==> src/rtl/clint_trap_ctrl_pkg.sv <==
`default_nettype none
// ============================================================================
// Module  : clint_trap_ctrl_pkg
// Purpose : Shared constants and types for the machine-mode trap sequencer:
//           CSR addresses, mcause codes, mstatus bit positions and the
//           sequencer state encoding.
// Revision: 1.0 - initial release
// ============================================================================
package clint_trap_ctrl_pkg;

    // Machine-mode CSR addresses (12-bit CSR address space)
    localparam logic [11:0] c_csr_mstatus = 12'h300;
    localparam logic [11:0] c_csr_mepc    = 12'h341;
    localparam logic [11:0] c_csr_mcause  = 12'h342;
    localparam logic [11:0] c_csr_mtvec   = 12'h305;

    // mcause codes
    localparam int unsigned c_cause_ecall  = 11;
    localparam int unsigned c_cause_ebreak = 3;
    localparam logic [31:0] c_irq_cause    = 32'h8000_000B;

    // mstatus bit positions
    localparam int unsigned c_mstatus_mie  = 3;
    localparam int unsigned c_mstatus_mpie = 7;

    // Sequencer states, explicitly encoded
    typedef enum logic [2:0] {
        S_IDLE       = 3'd0,
        S_W_MEPC     = 3'd1,
        S_W_MSTATUS  = 3'd2,
        S_W_MCAUSE   = 3'd3,
        S_ASSERT     = 3'd4,
        S_R_MSTATUS  = 3'd5,
        S_RET_ASSERT = 3'd6
    } trap_state_e;

endpackage : clint_trap_ctrl_pkg
`default_nettype wire

==> src/rtl/clint_trap_ctrl.sv <==
`default_nettype none
// ============================================================================
// Module  : clint_trap_ctrl
// Purpose : Core-local trap sequencer. On ECALL, EBREAK, an accepted external
//           interrupt or MRET it stalls the pipeline, performs ordered
//           one-per-cycle CSR writes on the CSR file's second write port and
//           then issues a one-cycle redirect to mtvec (trap) or mepc (MRET).
// Ports   :
//   clk, rst                  core clock, synchronous active-high reset
//   inst_valid_i/inst_addr_i  valid instruction in execute and its PC
//   is_ecall_i/is_ebreak_i/is_mret_i  instruction class decode
//   jump_flag_i/jump_addr_i   execute-stage redirect (used as interrupt epc)
//   irq_i, global_int_en_i    level interrupt request, mstatus.MIE
//   csr_mtvec_i/csr_mepc_i/csr_mstatus_i  current CSR values
//   csr_we_o/csr_waddr_o/csr_wdata_o      registered CSR write port
//   hold_o                    pipeline stall (combinational)
//   int_assert_o/int_addr_o   one-cycle redirect pulse and target
// Revision: 1.0 - initial release
// ============================================================================
module clint_trap_ctrl
    import clint_trap_ctrl_pkg::*;
#(
    parameter int                ADDR_W    = 32,
    parameter int                DATA_W    = 32,
    parameter logic [DATA_W-1:0] IRQ_CAUSE = 32'h8000_000B
) (
    input  logic              clk,
    input  logic              rst,
    input  logic              inst_valid_i,
    input  logic [ADDR_W-1:0] inst_addr_i,
    input  logic              is_ecall_i,
    input  logic              is_ebreak_i,
    input  logic              is_mret_i,
    input  logic              jump_flag_i,
    input  logic [ADDR_W-1:0] jump_addr_i,
    input  logic              irq_i,
    input  logic              global_int_en_i,
    input  logic [DATA_W-1:0] csr_mtvec_i,
    input  logic [DATA_W-1:0] csr_mepc_i,
    input  logic [DATA_W-1:0] csr_mstatus_i,
    output logic              csr_we_o,
    output logic [ADDR_W-1:0] csr_waddr_o,
    output logic [DATA_W-1:0] csr_wdata_o,
    output logic              hold_o,
    output logic              int_assert_o,
    output logic [ADDR_W-1:0] int_addr_o
);

    trap_state_e r_state;
    trap_state_e w_next_state;

    logic [DATA_W-1:0] r_epc;
    logic [DATA_W-1:0] r_cause;

    logic              r_csr_we;
    logic [ADDR_W-1:0] r_csr_waddr;
    logic [DATA_W-1:0] r_csr_wdata;
    logic              r_int_assert;
    logic [ADDR_W-1:0] r_int_addr;

    logic              w_csr_we;
    logic [ADDR_W-1:0] w_csr_waddr;
    logic [DATA_W-1:0] w_csr_wdata;
    logic              w_int_assert;
    logic [ADDR_W-1:0] w_int_addr;

    logic              w_eval;
    logic              w_take_ecall;
    logic              w_take_ebreak;
    logic              w_take_mret;
    logic              w_take_irq;
    logic              w_trap_trigger;
    logic [DATA_W-1:0] w_trig_epc;
    logic [DATA_W-1:0] w_trig_cause;
    logic [DATA_W-1:0] w_mstatus_trap;
    logic [DATA_W-1:0] w_mstatus_mret;
    logic [ADDR_W-1:0] w_mtvec_base;

    // Triggers are only looked at in IDLE; priority ecall > ebreak > mret > irq.
    // A losing irq is simply not taken and remains pending on its level.
    assign w_eval         = (r_state == S_IDLE) & inst_valid_i;
    assign w_take_ecall   = w_eval & is_ecall_i;
    assign w_take_ebreak  = w_eval & is_ebreak_i & ~is_ecall_i;
    assign w_take_mret    = w_eval & is_mret_i & ~is_ecall_i & ~is_ebreak_i;
    assign w_take_irq     = w_eval & irq_i & global_int_en_i
                          & ~is_ecall_i & ~is_ebreak_i & ~is_mret_i;
    assign w_trap_trigger = w_take_ecall | w_take_ebreak | w_take_irq;

    // An interrupt resumes at the redirect target if execute was jumping,
    // since the interrupted instruction itself is not executed.
    assign w_trig_epc   = w_take_irq ? DATA_W'(jump_flag_i ? jump_addr_i : inst_addr_i)
                                     : DATA_W'(inst_addr_i);
    assign w_trig_cause = w_take_ecall  ? DATA_W'(c_cause_ecall)  :
                          w_take_ebreak ? DATA_W'(c_cause_ebreak) : IRQ_CAUSE;

    // Stall starts in the trigger cycle so the trapping instruction never retires.
    assign hold_o = (r_state != S_IDLE) | w_trap_trigger | w_take_mret;

    // mstatus images: trap entry stacks MIE into MPIE and clears MIE;
    // MRET restores MIE from MPIE and sets MPIE.
    always_comb begin
        w_mstatus_trap                 = csr_mstatus_i;
        w_mstatus_trap[c_mstatus_mpie] = csr_mstatus_i[c_mstatus_mie];
        w_mstatus_trap[c_mstatus_mie]  = 1'b0;
        w_mstatus_mret                 = csr_mstatus_i;
        w_mstatus_mret[c_mstatus_mie]  = csr_mstatus_i[c_mstatus_mpie];
        w_mstatus_mret[c_mstatus_mpie] = 1'b1;
    end

    // Direct mode only: the mode bits are dropped from the vector base.
    always_comb begin
        w_mtvec_base       = ADDR_W'(csr_mtvec_i);
        w_mtvec_base[1:0]  = 2'b00;
    end

    // State register, epc/cause latches and output registers
    always_ff @(posedge clk) begin
        if (rst) begin
            r_state      <= S_IDLE;
            r_epc        <= '0;
            r_cause      <= '0;
            r_csr_we     <= 1'b0;
            r_csr_waddr  <= '0;
            r_csr_wdata  <= '0;
            r_int_assert <= 1'b0;
            r_int_addr   <= '0;
        end else begin
            r_state      <= w_next_state;
            if (w_trap_trigger) begin
                r_epc   <= w_trig_epc;
                r_cause <= w_trig_cause;
            end
            r_csr_we     <= w_csr_we;
            r_csr_waddr  <= w_csr_waddr;
            r_csr_wdata  <= w_csr_wdata;
            r_int_assert <= w_int_assert;
            r_int_addr   <= w_int_addr;
        end
    end

    // Next-state logic
    always_comb begin
        w_next_state = S_IDLE;
        case (r_state)
            S_IDLE: begin
                if (w_trap_trigger)   w_next_state = S_W_MEPC;
                else if (w_take_mret) w_next_state = S_R_MSTATUS;
                else                  w_next_state = S_IDLE;
            end
            S_W_MEPC:     w_next_state = S_W_MSTATUS;
            S_W_MSTATUS:  w_next_state = S_W_MCAUSE;
            S_W_MCAUSE:   w_next_state = S_ASSERT;
            S_ASSERT:     w_next_state = S_IDLE;
            S_R_MSTATUS:  w_next_state = S_RET_ASSERT;
            S_RET_ASSERT: w_next_state = S_IDLE;
            default:      w_next_state = S_IDLE;
        endcase
    end

    // Output decode: computed for the state being entered so the registered
    // outputs line up with that state. The mepc write uses the trigger-cycle
    // epc directly because the latch is loaded on the same edge.
    always_comb begin
        w_csr_we     = 1'b0;
        w_csr_waddr  = '0;
        w_csr_wdata  = '0;
        w_int_assert = 1'b0;
        w_int_addr   = '0;
        case (w_next_state)
            S_W_MEPC: begin
                w_csr_we    = 1'b1;
                w_csr_waddr = ADDR_W'(c_csr_mepc);
                w_csr_wdata = w_trig_epc;
            end
            S_W_MSTATUS: begin
                w_csr_we    = 1'b1;
                w_csr_waddr = ADDR_W'(c_csr_mstatus);
                w_csr_wdata = w_mstatus_trap;
            end
            S_W_MCAUSE: begin
                w_csr_we    = 1'b1;
                w_csr_waddr = ADDR_W'(c_csr_mcause);
                w_csr_wdata = r_cause;
            end
            S_ASSERT: begin
                w_int_assert = 1'b1;
                w_int_addr   = w_mtvec_base;
            end
            S_R_MSTATUS: begin
                w_csr_we    = 1'b1;
                w_csr_waddr = ADDR_W'(c_csr_mstatus);
                w_csr_wdata = w_mstatus_mret;
            end
            S_RET_ASSERT: begin
                w_int_assert = 1'b1;
                w_int_addr   = ADDR_W'(csr_mepc_i);
            end
            default: ;
        endcase
    end

    assign csr_we_o     = r_csr_we;
    assign csr_waddr_o  = r_csr_waddr;
    assign csr_wdata_o  = r_csr_wdata;
    assign int_assert_o = r_int_assert;
    assign int_addr_o   = r_int_addr;

endmodule : clint_trap_ctrl
`default_nettype wire

==> config.mk <==
export PLATFORM = sky130hd
export DESIGN_NAME = clint_trap_ctrl
export DESIGN_NICKNAME = d
export VERILOG_FILES = /design/src/rtl/clint_trap_ctrl_pkg.sv /design/src/rtl/clint_trap_ctrl.sv
export SDC_FILE = /design/constraint.sdc
export NUM_CORES = 1
export LEC_CHECK = 0
export CAP_MARGIN = 20
export CELL_PAD_IN_SITES_DETAIL_PLACEMENT = 2
export CELL_PAD_IN_SITES_GLOBAL_PLACEMENT = 2
export CORE_MARGIN = 5
export CORE_UTILIZATION = 18
export CTS_BUF_LIST = sky130_fd_sc_hd__clkbuf_4
export CTS_CLUSTER_DIAMETER = 100
export DETAILED_ROUTE_END_ITERATION = 8
export GPL_TIMING_DRIVEN = 0
export PLACE_DENSITY_LB_ADDON = 0.1
export RECOVER_POWER = 50
export SETUP_SLACK_MARGIN = 0.05
export SYNTH_ARGS = -nofsm -noshare
export SYNTH_HDL_FRONTEND = slang
export SYNTH_SLANG_ARGS = --single-unit
==> constraint.sdc <==
create_clock -name clk -period 2.37 [get_ports clk]
set_input_delay 0.474 -clock clk [delete_from_list [all_inputs] [get_ports clk]]
set_output_delay 0.474 -clock clk [all_outputs]
set_load 0.1 [all_outputs]
==> results of run 1 <==
==> metrics by stage <==
step	setup WS, ns	cell area [µm²]
after floorplan	0.1230	3288
after global placement	-0.7891	5952
after detailed placement	-0.7906	5952
after CTS	-0.02362	6001
after global routing	0.04643	6018
final	0.1074	6018
==> what timing repair did <==
item,in CTS,in global routing
buffers inserted,0,1
pin swaps,1,1
endpoints found under the setup margin,72,1
gates resized for setup,78,7
==> routing by layer <==
metal	part of all wire, %	vias up	GRT usage [%]
met5	0	-	0
met4	1.8	0	4.802
met3	13	15	6.162
met2	46	184	22.63
met1	40	1573	15.72
li1	-	1685	-
==> how the worst min path moves through the flow <==
stage                                 start                   endpoint  slack, ns
floorplan           r_cause[1]$_SDFFE_PP0P_    r_cause[1]$_SDFFE_PP0P_       0.43
global placement    r_cause[3]$_SDFFE_PP0P_  csr_wdata_o[3]$_SDFF_PP0_       0.47
detailed placement  r_cause[1]$_SDFFE_PP0P_    r_cause[1]$_SDFFE_PP0P_       0.47
CTS                 r_cause[3]$_SDFFE_PP0P_  csr_wdata_o[3]$_SDFF_PP0_       0.50
global route        r_cause[3]$_SDFFE_PP0P_  csr_wdata_o[3]$_SDFF_PP0_       0.52
finish              r_cause[3]$_SDFFE_PP0P_  csr_wdata_o[3]$_SDFF_PP0_       0.49
==> sequential cells by signal (all words and copies together) (netlist names) <==
| signal | cells |
|---|---|
| int_addr_o | 32 |
| r_cause | 3 |
| csr_waddr_o | 4 |
| csr_wdata_o | 32 |
| r_state | 3 |
| int_assert_o | 1 |
==> cell type report <==
type	count	area (µm²)
timing repair buffer	239	2313
sequential	75	1501
buffer	54	365.4
multi-input combinational	217	1410
tap	225	281.5
antenna	1	2.502
clock buffer	11	82.58
clock inverter	5	53.80
inverter	2	7.507
fill	1962	11340
==> layout by cell type, fill, tap and decap left out, types with 3 or more instances in the layout <==
master,Yosys,routed
sky130_fd_sc_hd__a21oi_1,6,6
sky130_fd_sc_hd__conb_1,1,27
sky130_fd_sc_hd__clkbuf_4,0,11
sky130_fd_sc_hd__dfxtp_1,75,75
sky130_fd_sc_hd__buf_6,4,4
sky130_fd_sc_hd__clkbuf_1,6,9
sky130_fd_sc_hd__buf_2,12,8
sky130_fd_sc_hd__nor3b_1,3,3
sky130_fd_sc_hd__and3_1,8,8
sky130_fd_sc_hd__clkdlybuf4s50_1,0,162
sky130_fd_sc_hd__nor2b_1,5,5
sky130_fd_sc_hd__nor2_1,43,43
sky130_fd_sc_hd__nand2_1,7,6
sky130_fd_sc_hd__buf_4,32,33
sky130_fd_sc_hd__dlymetal6s2s_1,0,3
sky130_fd_sc_hd__a22oi_1,57,57
sky130_fd_sc_hd__o31a_1,3,3
sky130_fd_sc_hd__o2bb2ai_1,28,28
sky130_fd_sc_hd__dlygate4sd2_1,0,70
==> kinds of logic after synthesis <==
logic type,Yosys count
compound gates,106
simple gates,83
flops,75
buf+inv,56
xor+xnor,1
other cells,1
==> report_power, final <==
group	leakage (µW)	internal [µW]	switching (µW)
sequential	0.000609	1350	29.6
combinational	0.00199	501	1130
clock	0.0000705	340	473
==> impl_metrics.env, run 1 <==
export IMPL_cellPowerDensity_mw_per_mm2=634.9
export IMPL_worstPathMaxFanout=4
export IMPL_ctsLongestPathBuffers=2
export IMPL_tritoncts_clock_tree="built"
export IMPL_path_depth=5
export IMPL_worstHoldPathType="reg2reg"
export IMPL_worst_setup_hold_path_clk_slew_ns=0.12
export IMPL_worstReg2RegStart="r_state[0]$_SDFF_PP0_"
export IMPL_worst_setup_sp_type="input pin"
export IMPL_synth_lib_cells_used_distinct=40
export IMPL_critical_path_class="in2out"
export IMPL_rsz0062_at_grt="no"
export IMPL_final_antenna_net_count=0
export IMPL_slowest_delay_ns=0.46
export IMPL_yosysMostFrequentCell="sky130_fd_sc_hd__dfxtp_1"
export IMPL_largest_net_degree_at_the_start_of_global_routing=13
export IMPL_ys_async_sr_fraction_pct=0
export IMPL_grt_ovfl_total=0
export IMPL_synth_xor_area_share_pct=0.2745
export IMPL_synth_mux_area_fraction_pct=0
export IMPL_clock_sink_count=75
export IMPL_via_count=3457
export IMPL_whs_ns=0.4915
export IMPL_postSynthAreaPerCell_um2=9.909
export IMPL_final_core_util_pct=34.67
export IMPL_worst_ep_required_time_ns=1.90
export IMPL_place_gp_congestion=0.8007
export IMPL_worst_setup_path_startpoint="irq_i"
export IMPL_antenna_violations_before_repair=1
export IMPL_initial_core_util_pct=18.38
export IMPL_fp_dieW_um=143.1
export IMPL_setup_worst_path_end="hold_o"
export IMPL_regToRegEndpoint="csr_wdata_o[21]$_SDFF_PP0_"
export IMPL_synth_flop_cell="sky130_fd_sc_hd__dfxtp_1"
export IMPL_cts_htree_levels=3
export IMPL_largest_family_of_logic_cells_by_synthesized_area="compound AO/OA/AOI/OAI gates"
export IMPL_fp_coreArea_mm2=0.01736
export IMPL_peakVddDrop_mv=0.2583
export IMPL_number_of_register_bits_inferred_by_synthesis=75
export IMPL_postCtsHoldBufs=0
export IMPL_chipHeight_um=143.1
export IMPL_dp_hpwl_mm=12.02
export IMPL_synth_adder_area_share_pct=0
export IMPL_flow_area_growth_from_synthesis_pct=88.63
export IMPL_grt_use_total_pct=13.70
export IMPL_fin_hold_viols=0
export IMPL_worstHoldPathCells=1
export IMPL_crit_arrival_ns=1.79
export IMPL_leakagePower_uw=0.002668
export IMPL_synth_area_leader_cell="sky130_fd_sc_hd__dfxtp_1"
export IMPL_row_count=48
export IMPL_power_total_uw=3821
export IMPL_post_place_cells=811
export IMPL_synth_top_cells_by_count="75 x sky130_fd_sc_hd__dfxtp_1, 57 x sky130_fd_sc_hd__a22oi_1, 43 x sky130_fd_sc_hd__nor2_1, 32 x sky130_fd_sc_hd__buf_4, 28 x sky130_fd_sc_hd__o2bb2ai_1"
export IMPL_worst_skew_ns=0.02122
export IMPL_design_portCount=268
export IMPL_ff2ff_path_depth=5
export IMPL_grt_pass1_wl_mm=21.56
export IMPL_setup_viol=0
export IMPL_post_route_cells_drive_above_1_share_pct=12.27
export IMPL_synth_edf_count=0
export IMPL_final_period_demand_of_the_worst_path_ns=2.263
export IMPL_cap_viol_max_count=0
export IMPL_mappedNetlistArea_mm2=0.003191
export IMPL_buffer_and_inverter_count_on_the_worst_path=2
export IMPL_setup_worst_path_end_class="output port"
export IMPL_ys_warn_count=0
export IMPL_clock_tree_root_cell="sky130_fd_sc_hd__clkbuf_4"
export IMPL_synthesized_area_fraction_occupied_by_and_or_nand_nor_cells_pct=14.63
export IMPL_timing_worst_slew_pin_value_ns=1.175
export IMPL_synth_top_cells_by_area="sky130_fd_sc_hd__dfxtp_1 47%, sky130_fd_sc_hd__a22oi_1 13%, sky130_fd_sc_hd__o2bb2ai_1 7.7%"
export IMPL_route_detailed_vias_per_inst=4.170
export IMPL_fin_nets=767
export IMPL_route_final_wire_length_mm=14.49
export IMPL_die_area_mm2=0.02049
export IMPL_dr_pass1_iters=4
export IMPL_critPathSlowestCell="sky130_fd_sc_hd__clkdlybuf4s50_1"
export IMPL_status="finished clean"
export IMPL_synth_largest_type_area_fraction_pct=47.06
export IMPL_io_buffers=238
export IMPL_max_freq_mhz=442.0
export IMPL_clkLatencyLatePin_ns=0.44
export IMPL_maxSlewHeadroom_pct=21.97
export IMPL_grt_pass1_vias=3997
export IMPL_worst_path_dominant_cell_family="buffers and inverters"
export IMPL_post_synthesis_instance_total=322
export IMPL_drc_errors=0
export IMPL_timing_critical_path_cells="clkdlybuf4s50_1 > a2111o_1 > nand2_2 > nand3_2 > buf_12"
export IMPL_synth_compound_area_share_pct=26.16
export IMPL_yosysSeqAreaShare_pct=47.06
export IMPL_timing_setup_tns_ns=0
export IMPL_timing_max_transition_violations_final=0
export IMPL_detail_route_iter0_violations=57
export IMPL_layoutNonFillerInstCount=829
export IMPL_reg2reg_slack_ns=0.31
export IMPL_post_route_period_util_pct=95.47
export IMPL_tritoncts_num_buffers=9
export IMPL_post_drt_wl_per_cell_um=17.48
No activity file was read; power rests on OpenSTA's default activity.
==> run 2, diff against run 1 <==
GPL_TIMING_DRIVEN = unset   (was 0)
==> impl_metrics.env, run 2 (synthesis gave the netlist of run 1 again) <==
export IMPL_flow_area_growth_from_synthesis_pct=73.80
export IMPL_sw_frac_of_total_pct=44.90
export IMPL_layout_commonest_cell="sky130_fd_sc_hd__clkdlybuf4s50_1"
export IMPL_clock_sink_count=75
export IMPL_slowest_delay_ns=0.45
export IMPL_grt_ovfl_total=0
export IMPL_place_gp_congestion=0.8061
export IMPL_cts_htree_levels=3
export IMPL_fp_dieW_um=143.1
export IMPL_rsz0062_at_grt="no"
export IMPL_regToRegEndpoint="csr_wdata_o[23]$_SDFF_PP0_"
export IMPL_status="finished clean"
export IMPL_detail_route_iter0_violations=61
export IMPL_leakagePower_uw=0.002244
export IMPL_via_count=3395
export IMPL_row_count=48
export IMPL_grt_pass1_wl_mm=21.14
export IMPL_clock_tree_root_cell="sky130_fd_sc_hd__clkbuf_4"
export IMPL_clkLatencyLatePin_ns=0.44
export IMPL_die_area_mm2=0.02049
export IMPL_postCtsHoldBufs=0
export IMPL_chipHeight_um=143.1
export IMPL_initial_core_util_pct=18.38
export IMPL_antenna_violations_before_repair=1
export IMPL_cap_viol_max_count=0
export IMPL_min_from="r_cause[3]$_SDFFE_PP0P_"
export IMPL_crit_arrival_ns=1.78
export IMPL_tritoncts_num_buffers=9
export IMPL_buffer_and_inverter_count_on_the_worst_path=2
export IMPL_setup_viol=0
export IMPL_setup_worst_path_end_class="output port"
export IMPL_timing_critical_path_cells="clkdlybuf4s50_1 > a2111o_1 > nand2_2 > nand3_2 > buf_12"
export IMPL_net_switching_power_uw=1627
export IMPL_critPathSlowestCell="sky130_fd_sc_hd__clkdlybuf4s50_1"
export IMPL_cellPowerDensity_mw_per_mm2=653.6
export IMPL_io_buffers=238
export IMPL_worstHoldPathType="reg2reg"
export IMPL_design_portCount=268
export IMPL_timing_setup_tns_ns=0
export IMPL_post_drt_wl_per_cell_um=18.25
export IMPL_timing_max_transition_violations_final=0
export IMPL_worst_path_dominant_cell_family="buffers and inverters"
export IMPL_share_seq_of_total_power_pct=38.5
export IMPL_fp_coreArea_mm2=0.01736
export IMPL_ctsLongestPathBuffers=2
export IMPL_hold_end="csr_wdata_o[3]$_SDFF_PP0_"
export IMPL_critical_path_class="in2out"
export IMPL_worstReg2RegStart="r_state[1]$_SDFF_PP0_"
export IMPL_worst_setup_hold_path_clk_slew_ns=0.13
export IMPL_ff2ff_path_depth=5
export IMPL_drc_errors=0
export IMPL_worst_setup_sp_type="input pin"
export IMPL_route_detailed_vias_per_inst=4.265
export IMPL_worst_ep_required_time_ns=1.90
export IMPL_worstHoldPathCells=1
export IMPL_tritoncts_clock_tree="built"
export IMPL_clock_group_share_of_total_power_pct=18.6
export IMPL_final_antenna_net_count=0
export IMPL_final_period_demand_of_the_worst_path_ns=2.251
export IMPL_most_common_layout_cells="165 x sky130_fd_sc_hd__clkdlybuf4s50_1, 75 x sky130_fd_sc_hd__dfxtp_1, 62 x sky130_fd_sc_hd__clkbuf_2"
export IMPL_count_of_buffers_added_by_post_cts_timing_repair_for_setup=0
export IMPL_grt_pass1_vias=3776
export IMPL_worst_skew_ns=0.01638
export IMPL_dp_hpwl_mm=11.65
export IMPL_grt_use_total_pct=13.55
export IMPL_fin_nets=735
export IMPL_post_route_period_util_pct=94.99
export IMPL_worstPathMaxFanout=2
export IMPL_post_route_cells_drive_above_1_share_pct=20.18
export IMPL_fin_hold_viols=0
export IMPL_timing_worst_slew_pin_value_ns=0.5940
export IMPL_reg2reg_slack_ns=0.34
export IMPL_max_freq_mhz=444.2
export IMPL_dr_pass1_iters=4
export IMPL_p_int_uw=1997
export IMPL_maxSlewHeadroom_pct=60.57
export IMPL_peakVddDrop_mv=0.2378
export IMPL_final_fill_count=1952
export IMPL_route_final_wire_length_mm=14.53
export IMPL_final_core_util_pct=31.95
export IMPL_power_total_uw=3625
export IMPL_largest_net_degree_at_the_start_of_global_routing=37
export IMPL_power_combinational_fraction_pct=42.8
==> run 2: changes by cell type in the layout (fill, tap and decap cells not counted), moves of 3 or more <==
| cell | delta |
|---|---|
| sky130_fd_sc_hd__clkbuf_1 | -5 |
| sky130_fd_sc_hd__buf_2 | -8 |
| sky130_fd_sc_hd__buf_4 | -7 |
| sky130_fd_sc_hd__clkdlybuf4s50_1 | +3 |
| sky130_fd_sc_hd__dlymetal6s2s_1 | -3 |
| sky130_fd_sc_hd__dlygate4sd2_1 | -69 |
| sky130_fd_sc_hd__buf_6 | -4 |
| sky130_fd_sc_hd__clkbuf_2 | +60 |
==> run 2: what timing repair did <==
item                       4_1_cts  5_1_grt
gates resized for setup          2        1
setup endpoints to repair        1        1
pin swaps                        1        1
==> run 2: stage by stage <==
step / area, µm² / hold WS, ns / setup slack, ns / std cells
after floorplan: 3288 / 0.4292 / 0.1230 / 348
after global placement: 5620 / 0.4578 / 0.01973 / 780
after detailed placement: 5620 / 0.4651 / 0.02146 / 780
after CTS: 5725 / 0.4766 / 0.05769 / 795
after global routing: 5545 / 0.5067 / 0.06067 / 796
final: 5545 / 0.4765 / 0.1187 / 796
==> run 2: metal layers <==
metal	wire, µm	vias up	GRT usage (%)
met5	0	-	0
met1	5710	1571	15.58
met4	257	0	4.952
met3	1928	16	6.330
met2	6632	186	22.06
li1	-	1622	-
==> run 2: worst register-to-register path: stages (launching register included) <==
cell,delay [ns]
sky130_fd_sc_hd__dfxtp_1,0.49
sky130_fd_sc_hd__nor4b_1,0.44
sky130_fd_sc_hd__clkbuf_1,0.44
sky130_fd_sc_hd__nand3_4,0.23
sky130_fd_sc_hd__buf_12,0.22
sky130_fd_sc_hd__o2bb2ai_1,0.15
==> run 2: worst max path at each step <==
stage / start / end / slack, ns / cells past startpoint
2_1_floorplan: global_int_en_i / hold_o / 0.12 / 3
3_3_place_gp: global_int_en_i / hold_o / 0.02 / 5
5_1_grt: is_ecall_i / hold_o / 0.06 / 5
3_5_place_dp: is_mret_i / hold_o / 0.02 / 5
6_report: global_int_en_i / hold_o / 0.12 / 5
4_1_cts: is_mret_i / hold_o / 0.06 / 5
==> run 2: cell type report <==
type / count / area, µm² / area share (%)
timing repair buffer: 261 / 2241 / 40.41
inverter: 2 / 7.507 / 0.1354
clock buffer: 9 / 67.56 / 1.218
antenna: 1 / 2.502 / 0.04513
multi-input combinational: 217 / 1410 / 25.43
sequential: 75 / 1501 / 27.08
clock inverter: 6 / 33.78 / 0.6092
tap: 225 / 281.5 / 5.077
==> run 2: power by group through the flow <==
stage / Clock [µW] / Sequential, µW / Combinational (µW)
6_report: 675 / 1400 / 1550
5_1_grt: 778 / 1410 / 1620
4_1_cts: 736 / 1400 / 1630
3_5_place_dp: 0 / 1430 / 1620
3_3_place_gp: 0 / 1430 / 1610
2_1_floorplan: 0 / 1970 / 565
==> run 3, diff against run 2 <==
--- a/constraint.sdc
+++ b/constraint.sdc
@@ -3,2 +3,2 @@
 set_output_delay 0.474 -clock clk [all_outputs]
-set_load 0.1 [all_outputs]
+set_load 0.02 [all_outputs]
==> impl_metrics.env, run 3 (synthesis gave the netlist of run 1 again) <==
export IMPL_status="finished clean"
export IMPL_grt_use_met1_pct=15.99
export IMPL_post_route_period_util_pct=94.07
export IMPL_min_from="r_cause[3]$_SDFFE_PP0P_"
export IMPL_post_route_cells_drive_above_1_share_pct=8.406
export IMPL_globalRoute_busiestLayer="met2"
export IMPL_reg2reg_slack_ns=0.38
export IMPL_fin_hold_viols=0
export IMPL_pre_cts_slack_ns=-0.3140
export IMPL_ctsLongestPathBuffers=2
export IMPL_tritoncts_num_buffers=9
export IMPL_place_gp_congestion=0.7903
export IMPL_io_buffers=238
export IMPL_grt_use_total_pct=13.61
export IMPL_diodes=0
export IMPL_timing_critical_path_cells="clkdlybuf4s50_1 > a2111o_1 > nand2_1 > nand3_1 > buf_2"
export IMPL_whs_ns=0.4829
export IMPL_clock_sink_count=75
export IMPL_route_final_wire_length_mm=14.46
export IMPL_placed_cell_area_mm2=0.005801
export IMPL_worstHoldPathType="reg2reg"
export IMPL_via_count=3345
export IMPL_regToRegEndpoint="r_state[2]$_SDFF_PP0_"
export IMPL_worst_path_dominant_cell_family="buffers and inverters"
export IMPL_use_met2_pct=22.18
export IMPL_most_common_layout_cells="227 x sky130_fd_sc_hd__clkdlybuf4s50_1, 75 x sky130_fd_sc_hd__dfxtp_1, 57 x sky130_fd_sc_hd__a22oi_1"
export IMPL_grt_ovfl_total=0
export IMPL_dp_hpwl_mm=11.77
export IMPL_worstReg2RegStart="r_state[0]$_SDFF_PP0_"
export IMPL_post_route_worst_setup_slack_ns=0.1406
export IMPL_maxSlewHeadroom_pct=49.08
export IMPL_crit_arrival_ns=1.76
export IMPL_timing_worst_slew_pin_value_ns=0.7638
export IMPL_max_freq_mhz=448.5
export IMPL_design_portCount=268
export IMPL_cellPowerDensity_mw_per_mm2=552.8
export IMPL_layout_commonest_cell="sky130_fd_sc_hd__clkdlybuf4s50_1"
export IMPL_largest_net_degree_at_the_start_of_global_routing=37
export IMPL_post_drt_wl_per_cell_um=18.17
export IMPL_timing_max_transition_violations_final=0
export IMPL_grt_pass1_vias=3674
export IMPL_setup_worst_path_end_class="output port"
export IMPL_detail_route_iter0_violations=67
export IMPL_die_area_mm2=0.02049
export IMPL_clkLatencyLatePin_ns=0.44
export IMPL_leakagePower_uw=0.002223
export IMPL_clock_tree_root_cell="sky130_fd_sc_hd__clkbuf_4"
export IMPL_antenna_violations_before_repair=1
export IMPL_dr_pass1_iters=4
export IMPL_fp_coreArea_mm2=0.01736
export IMPL_rsz0062_at_grt="no"
export IMPL_fin_nets=735
export IMPL_count_of_buffers_added_by_post_cts_timing_repair_for_setup=0
export IMPL_flow_area_growth_from_synthesis_pct=85.96
export IMPL_row_count=48
export IMPL_grt_pass1_wl_mm=21.17
export IMPL_timing_setup_tns_ns=0
export IMPL_cts_htree_levels=3
export IMPL_buffer_and_inverter_count_on_the_worst_path=2
export IMPL_hold_end="csr_wdata_o[3]$_SDFF_PP0_"
export IMPL_worst_setup_sp_type="input pin"
export IMPL_cap_viol_max_count=0
export IMPL_fp_dieW_um=143.1
export IMPL_chipHeight_um=143.1
export IMPL_critPathSlowestCell="sky130_fd_sc_hd__clkdlybuf4s50_1"
export IMPL_final_period_demand_of_the_worst_path_ns=2.229
export IMPL_worstPathMaxFanout=4
export IMPL_peakVddDrop_mv=0.2641
export IMPL_post_place_cells=780
export IMPL_setup_viol=0
export IMPL_post_route_cell_area_mm2=0.005933
export IMPL_worst_skew_ns=0.02628
export IMPL_final_antenna_net_count=0
export IMPL_layoutNonFillerInstCount=796
export IMPL_drc_errors=0
export IMPL_slowest_delay_ns=0.47
export IMPL_initial_core_util_pct=18.38
export IMPL_route_detailed_vias_per_inst=4.202
export IMPL_globalRouteMet3Util_pct=6.196
export IMPL_worst_setup_hold_path_clk_slew_ns=0.13
export IMPL_worst_ep_required_time_ns=1.90
export IMPL_ff2ff_path_depth=5
export IMPL_worstHoldPathCells=1
export IMPL_critical_path_class="in2out"
export IMPL_tritoncts_clock_tree="built"
## run 3: changes by cell type in the layout (fill, tap and decap cells not counted), sizes merged
cell	delta
clkdlybuf4s50	+62
clkbuf	-60
inv	+1
dlygate4sd3	+9
buf	-10
clkinvlp	-1
diode	-1
clkinv	-2
bufinv	+2
## run 3: area by class of cell
class                   instances  area, µm²
fillers                      1908      11420
flip-flops and latches         75       1501
multi-input cells             217       1409
clock inverters                 6      88.84
repair buffers                261       2570
inverters                       2      7.507
clock buffers                  10      75.07
well taps                     225      281.5
## run 3: stage by stage
step	power, µW	utilization (%)
finish	3280	34.18
global route	3476	34.18
CTS	3377	34.33
detailed placement	2407	33.42
global placement	2392	33.42
floorplan	1870	-
## run 3: worst reg2reg max path: stages (launching register included)
cell,delay (ns)
sky130_fd_sc_hd__dfxtp_1,0.37
sky130_fd_sc_hd__clkbuf_1,0.25
sky130_fd_sc_hd__nor4b_2,0.66
sky130_fd_sc_hd__buf_4,0.30
sky130_fd_sc_hd__nand2_1,0.07
sky130_fd_sc_hd__a311oi_1,0.26
## run 3: report_power, final
group	total, µW	internal (µW)	switching (µW)
clock network	935	441	494
logic	964	516	447
registers	1380	1350	30.5
total	3280	2310	972
## run 3: per-layer routing
metal	wire [µm]	part of all wire, %
met5	13	0.090
met4	154	1.1
met3	1947	13
met2	6689	46
met1	5659	39
## run 3: worst max path at each step
stage	to	from	depth (start not counted)	slack [ns]
floorplan	hold_o	global_int_en_i	3	0.68
global placement	hold_o	global_int_en_i	5	-0.30
detailed placement	hold_o	global_int_en_i	5	-0.31
CTS	hold_o	global_int_en_i	5	0.11
global route	hold_o	global_int_en_i	5	0.09
finish	hold_o	global_int_en_i	5	0.14
## run 3: timing repair
action | in CTS | in global routing
gates resized for setup | 5 | 0
setup endpoints to repair | 1 | 0
hold buffers | 0 | 0
hold endpoints to repair | 0 | 0
